--- config.mk ---
export PLATFORM = sky130hd
export DESIGN_NAME = riscv_clint
export DESIGN_NICKNAME = d
export VERILOG_FILES = /design/src/rtl/riscv_clint.sv
export SDC_FILE = /design/constraint.sdc
export NUM_CORES = 1
export LEC_CHECK = 0
export CAP_MARGIN = 20
export CORE_AREA = 2 2 178 180
export CTS_CLUSTER_SIZE = 10
export DETAILED_ROUTE_END_ITERATION = 12
export DIE_AREA = 0 0 180 182
export MAX_ROUTING_LAYER = met4
export PLACE_DENSITY = 0.64
export SLEW_MARGIN = 10
export SYNTH_ARGS = -nofsm -noshare
export SYNTH_HDL_FRONTEND = slang
export SYNTH_SLANG_ARGS = --single-unit
--- constraint.sdc ---
create_clock -name i_riscv_clk -period 4.8 [get_ports i_riscv_clk]
set_clock_uncertainty 0.1 [all_clocks]
set_input_delay 0.96 -clock i_riscv_clk [delete_from_list [all_inputs] [get_ports i_riscv_clk]]
set_output_delay 0.96 -clock i_riscv_clk [all_outputs]
set_load 0.02 [all_outputs]
--- src/rtl/riscv_clint.sv ---
// Core-local interruptor: the mtime counter with prescaler, mtimecmp, and msip.
// A single-cycle request port gives a registered response one cycle after each accepted request.
module riscv_clint #(
  parameter logic [63:0] CLINT_BASE   = 64'h0200_0000,
  parameter logic [63:0] MSIP_OFF     = 64'h0,
  parameter logic [63:0] MTIMECMP_OFF = 64'h4000,
  parameter logic [63:0] MTIME_OFF    = 64'hBFF8,
  parameter int unsigned TICK_DIV     = 1
) (
  input  logic        i_riscv_clk,
  input  logic        i_riscv_rst_n,
  input  logic        i_riscv_clint_valid,
  input  logic        i_riscv_clint_we,
  input  logic [63:0] i_riscv_clint_addr,
  input  logic [63:0] i_riscv_clint_wdata,
  input  logic [7:0]  i_riscv_clint_wstrb,
  output logic        o_riscv_clint_rvalid,
  output logic [63:0] o_riscv_clint_rdata,
  output logic        o_riscv_clint_err,
  output logic        o_riscv_clint_mti,
  output logic        o_riscv_clint_msi,
  output logic [63:0] o_riscv_clint_mtime
);

  // TICK_DIV is at most 256, so the prescaler always fits in 8 bits.
  localparam logic [7:0]  TickMax      = 8'(TICK_DIV - 1);
  localparam logic [63:0] MsipAddr     = CLINT_BASE + MSIP_OFF;
  localparam logic [63:0] MtimecmpAddr = CLINT_BASE + MTIMECMP_OFF;
  localparam logic [63:0] MtimeAddr    = CLINT_BASE + MTIME_OFF;

  // Replace only the byte lanes whose strobe bit is set.
  function automatic logic [63:0] merge_bytes(input logic [63:0] old_val,
                                              input logic [63:0] new_val,
                                              input logic [7:0]  strb);
    logic [63:0] res;
    res = old_val;
    for (int i = 0; i < 8; i++) begin
      if (strb[i]) res[8*i +: 8] = new_val[8*i +: 8];
    end
    return res;
  endfunction

  logic [7:0]  presc_q, presc_d;
  logic [63:0] mtime_q, mtime_d;
  logic [63:0] mtimecmp_q, mtimecmp_d;
  logic        msip_q, msip_d;
  logic        mti_q, mti_d;
  logic        rvalid_q, rvalid_d;
  logic        err_q, err_d;
  logic [63:0] rdata_q, rdata_d;

  logic aligned, sel_msip, sel_mtimecmp, sel_mtime, hit, wr_en, tick;

  // Address decode and the tick condition.
  always_comb begin
    aligned      = (i_riscv_clint_addr[2:0] == 3'b000);
    sel_msip     = aligned && (i_riscv_clint_addr == MsipAddr);
    sel_mtimecmp = aligned && (i_riscv_clint_addr == MtimecmpAddr);
    sel_mtime    = aligned && (i_riscv_clint_addr == MtimeAddr);
    hit          = sel_msip || sel_mtimecmp || sel_mtime;
    wr_en        = i_riscv_clint_valid && i_riscv_clint_we && hit;
    tick         = (presc_q == TickMax);
  end

  // Next-state for the timer, the compare and msip registers, and the response.
  always_comb begin
    presc_d    = tick ? 8'd0 : presc_q + 8'd1;
    mtime_d    = tick ? mtime_q + 64'd1 : mtime_q;
    mtimecmp_d = mtimecmp_q;
    msip_d     = msip_q;
    rvalid_d   = i_riscv_clint_valid;
    err_d      = i_riscv_clint_valid && !hit;
    rdata_d    = '0;

    // Unwritten mtime bytes keep the already-incremented value.
    if (wr_en && sel_mtime) begin
      mtime_d = merge_bytes(mtime_d, i_riscv_clint_wdata, i_riscv_clint_wstrb);
    end
    if (wr_en && sel_mtimecmp) begin
      mtimecmp_d = merge_bytes(mtimecmp_q, i_riscv_clint_wdata, i_riscv_clint_wstrb);
    end
    if (wr_en && sel_msip && i_riscv_clint_wstrb[0]) begin
      msip_d = i_riscv_clint_wdata[0];
    end

    if (i_riscv_clint_valid && !i_riscv_clint_we) begin
      unique case ({sel_msip, sel_mtimecmp, sel_mtime})
        3'b100:  rdata_d = {63'b0, msip_q};
        3'b010:  rdata_d = mtimecmp_q;
        3'b001:  rdata_d = mtime_q;
        default: rdata_d = '0;
      endcase
    end

    // Compare the values being loaded so mti lines up with the updated registers.
    mti_d = (mtime_d >= mtimecmp_d);
  end

  // State registers with synchronous active-low reset; a request in a reset cycle is dropped.
  always_ff @(posedge i_riscv_clk) begin
    if (!i_riscv_rst_n) begin
      presc_q    <= '0;
      mtime_q    <= '0;
      mtimecmp_q <= '1;
      msip_q     <= 1'b0;
      mti_q      <= 1'b0;
      rvalid_q   <= 1'b0;
      err_q      <= 1'b0;
      rdata_q    <= '0;
    end else begin
      presc_q    <= presc_d;
      mtime_q    <= mtime_d;
      mtimecmp_q <= mtimecmp_d;
      msip_q     <= msip_d;
      mti_q      <= mti_d;
      rvalid_q   <= rvalid_d;
      err_q      <= err_d;
      rdata_q    <= rdata_d;
    end
  end

  assign o_riscv_clint_rvalid = rvalid_q;
  assign o_riscv_clint_rdata  = rdata_q;
  assign o_riscv_clint_err    = err_q;
  assign o_riscv_clint_mti    = mti_q;
  assign o_riscv_clint_msi    = msip_q;
  assign o_riscv_clint_mtime  = mtime_q;

endmodule
==> results.py <==
metrics = {
    "run_status": {
        "status": "completed",
    },
    "timing": {
        "maxSlewHeadroom": 0.330,
        "tightest_slew_ps": 1000,
        "fin_ws_ps": 127,
        "fin_setup_tns_ps": 0,
        "min_period_over_period": 0.974,
        "hold_viol_final": 0,
        "setup_violations": 0,
        "slew_violations": 0,
        "timing.fmax_mhz": 214,
        "period_minus_slack_ps": 4670,
    },
    "clock_network": {
        "cts_buffers": 25,
        "cts_tree": "built",
        "htree_levels": 1,
        "root_buffer": "clkbuf_16",
        "clk_pin_slew_ps": 60,
        "insertion_delay_ps": 530,
        "clockBufferDepth": 3,
        "cts_sinks": 204,
    },
    "final_layout": {
        "nFillCells": 2953,
        "finalNonFillerCells": 1954,
        "drive_above_1_share": 0.112,
        "nNetsFinal": 1746,
        "final_cell_mix": "270 x clkdlybuf4s50_1, 203 x dfxtp_1, 139 x nand2_1",
        "final_common_cell": "clkdlybuf4s50_1",
        "fin_util": 0.494,
        "area_growth_pct": 43.5,
    },
    "logic_synthesis": {
        "syn-cell-area_sq_mm": 0.0107,
        "syn-num-nets": 1403,
        "yosysSeqAreaShare": 0.383,
        "synth-edff-count": 0,
        "synth_async_sr_flop_share": 0,
        "yosys_warnings": 0,
        "syn_inst": 1196,
        "syn_avg_cell_area_sq_um": 8.91,
        "ys_seq_elements": 204,
        "ys.flop_type": "dfxtp_1",
        "ys_types": 50,
    },
    "detailed_routing": {
        "drtIter0Drc": 647,
        "drc": 0,
        "ant_nets": 0,
        "num_vias": 10500,
        "routed_via_density": 5.37,
        "wl_microns": 36800,
        "avgRoutedWirePerCell_microns": 18.9,
        "dr.pass1.iters": 6,
    },
    "floorplanning": {
        "core_area_sq_mm": 0.0310,
        "ios": 272,
        "die_h_microns": 182,
        "start_util": 0.344,
        "die_area_sq_mm": 0.0328,
        "die_w_microns": 180,
        "rows": 65,
    },
    "pwr": {
        "cellLeakagePower_nw": 6.65,
        "p_total_mw": 3.59,
        "peakVddDrop_mv": 0.264,
        "pwr_density_cell_mw_per_mm2": 235,
    },
    "worst_setup_path": {
        "crit_type": "in2reg",
        "start_kind": "input pin",
        "worstSetupEndpointType": "flip-flop",
        "cp-startpoint": "i_riscv_clint_addr[58]",
        "rr_startpoint": "presc_q[0]$_SDFF_PP0_",
        "arrival_ps": 5000,
        "worstPathRequired_ps": 5130,
        "cp_max_fo": 14,
    },
    "global_routing": {
        "track_usage": 0.226,
        "grt_pass1_vias": 10500,
        "grt_remaining_overflow": 0,
        "grt_use_met1": 0.290,
        "grt_use_met2": 0.363,
        "met3_usage": 0.0455,
        "antenna_found_initial": 5,
        "busiest_layer": "met2",
        "grt_pass1_wl_microns": 57700,
        "grt_start_max_net_pins": 73,
    },
    "flow_run": {
        "max_cap_viol_count": 0,
    },
    "placement": {
        "hpwlAfterDp_microns": 27600,
        "place.port_buffers": 271,
        "place_congestion": 0.881,
        "dp.cells": 1902,
        "place_ws_ps": -726,
    },
    "worst_hold_path": {
        "min_from": "mtimecmp_q[39]$_SDFF_PN1_",
        "hold_class": "reg2reg",
    },
}
kinds of logic (layout without fill, tap and decap cells):
kind of cell / count (synthesis) / count (layout) / synth area share
AOI/OAI and AO/OA: 236 / 236 / 0.165
muxes: 75 / 75 / 0.0716
buffers and inverters: 72 / 423 / 0.0271
and+or+nand+nor: 483 / 483 / 0.227
DFF: 204 / 204 / 0.383
other: 0 / 5 / 0
xor gates and xnor gates: 59 / 59 / 0.0485
adders and majority gates: 67 / 67 / 0.0786
flip-flops by register name (all words and copies together), names as in the netlist:
name                  cells
mtimecmp_q               64
o_riscv_clint_err         1
o_riscv_clint_msi         1
o_riscv_clint_mti         1
o_riscv_clint_mtime      64
o_riscv_clint_rdata      64
o_riscv_clint_rvalid      1
presc_q                   8
power by group:
| part | total, mW | leakage, nW | switching, mW | internal (mW) |
|---|---|---|---|---|
| registers | 1.70 | 1.65 | 0.00504 | 1.70 |
| logic | 0.199 | 4.66 | 0.0784 | 0.120 |
| clock network | 1.69 | 0.347 | 0.713 | 0.980 |
| total | 3.59 | 6.65 | 0.797 | 2.80 |
through the flow:
step / cell area, sq um / hold slack, ps
final: 15300 / 399
after global placement: 14400 / 372
after floorplan: 10700 / 349
after global routing: 15300 / 432
after CTS: 15100 / 399
after detailed placement: 14400 / 385
cell usage after synthesis, types with 11 or more instances:
library cell  count  share of area
a211oi_1         17          0.012
o21ai_0          13         0.0061
nand2_1         139          0.049
dfxtp_1         204           0.38
a22oi_1          65          0.046
nor3_1           20         0.0094
a21oi_1          40          0.019
o21a_1           41          0.029
mux2i_1          65          0.061
xor2_1           20          0.016
nand3_1          59          0.028
inv_1            15         0.0053
clkbuf_1         50          0.018
ha_1             67          0.079
nor4_1           35          0.021
nand4_1          34          0.020
and2_1           12         0.0070
nor2_1          113          0.040
or4_1            11         0.0077
o211a_1          37          0.035
xnor2_1          39          0.032
and3_1           27          0.016
worst max-delay path, cell delays in order:
cell	delay, ps
clkdlybuf4s50_1	400
nor4_1	340
nand4_1	200
buf_4	200
nor4_4	270
buf_6	160
nand3_1	80
buf_6	160
mux2_2	270
ha_1	290
nand4_1	180
or4_4	630
nand3b_1	300
nor3_4	320
nor4_1	90
o22ai_1	120
what timing repair did:
action,CTS,global route
hold buffers,0,0
endpoints found under the hold margin,0,0
buffers inserted,0,12
pin swaps,0,9
resized for setup,3,13
endpoints found under the setup margin,1,1
cell type report:
class / instances / area, sq um / share of cell area
tap: 402 / 503 / 0.0329
sequential: 204 / 4090 / 0.267
timing repair buffer: 373 / 3570 / 0.234
inverter: 15 / 56.3 / 0.00368
clock buffer: 32 / 682 / 0.0446
clock inverter: 3 / 18.8 / 0.00123
antenna: 5 / 12.5 / 0.000818
multi-input combinational: 920 / 6370 / 0.416
worst paths after layout:
check        depth (start not counted)                            endpoint  slack (ps)
max                                 16        o_riscv_clint_mti$_SDFF_PN0_         130
min                                  2  o_riscv_clint_rdata[39]$_SDFF_PN0_         400
max reg2reg                         16        o_riscv_clint_mti$_SDFF_PN0_         230
min reg2reg                          2  o_riscv_clint_rdata[39]$_SDFF_PN0_         400
metal layers:
layer	up-vias	wire, microns
li1	5109	-
met4	0	797
met3	53	2490
met1	4984	16700
met2	340	16800
met5	-	0
(Power assumes the default switching activity.)
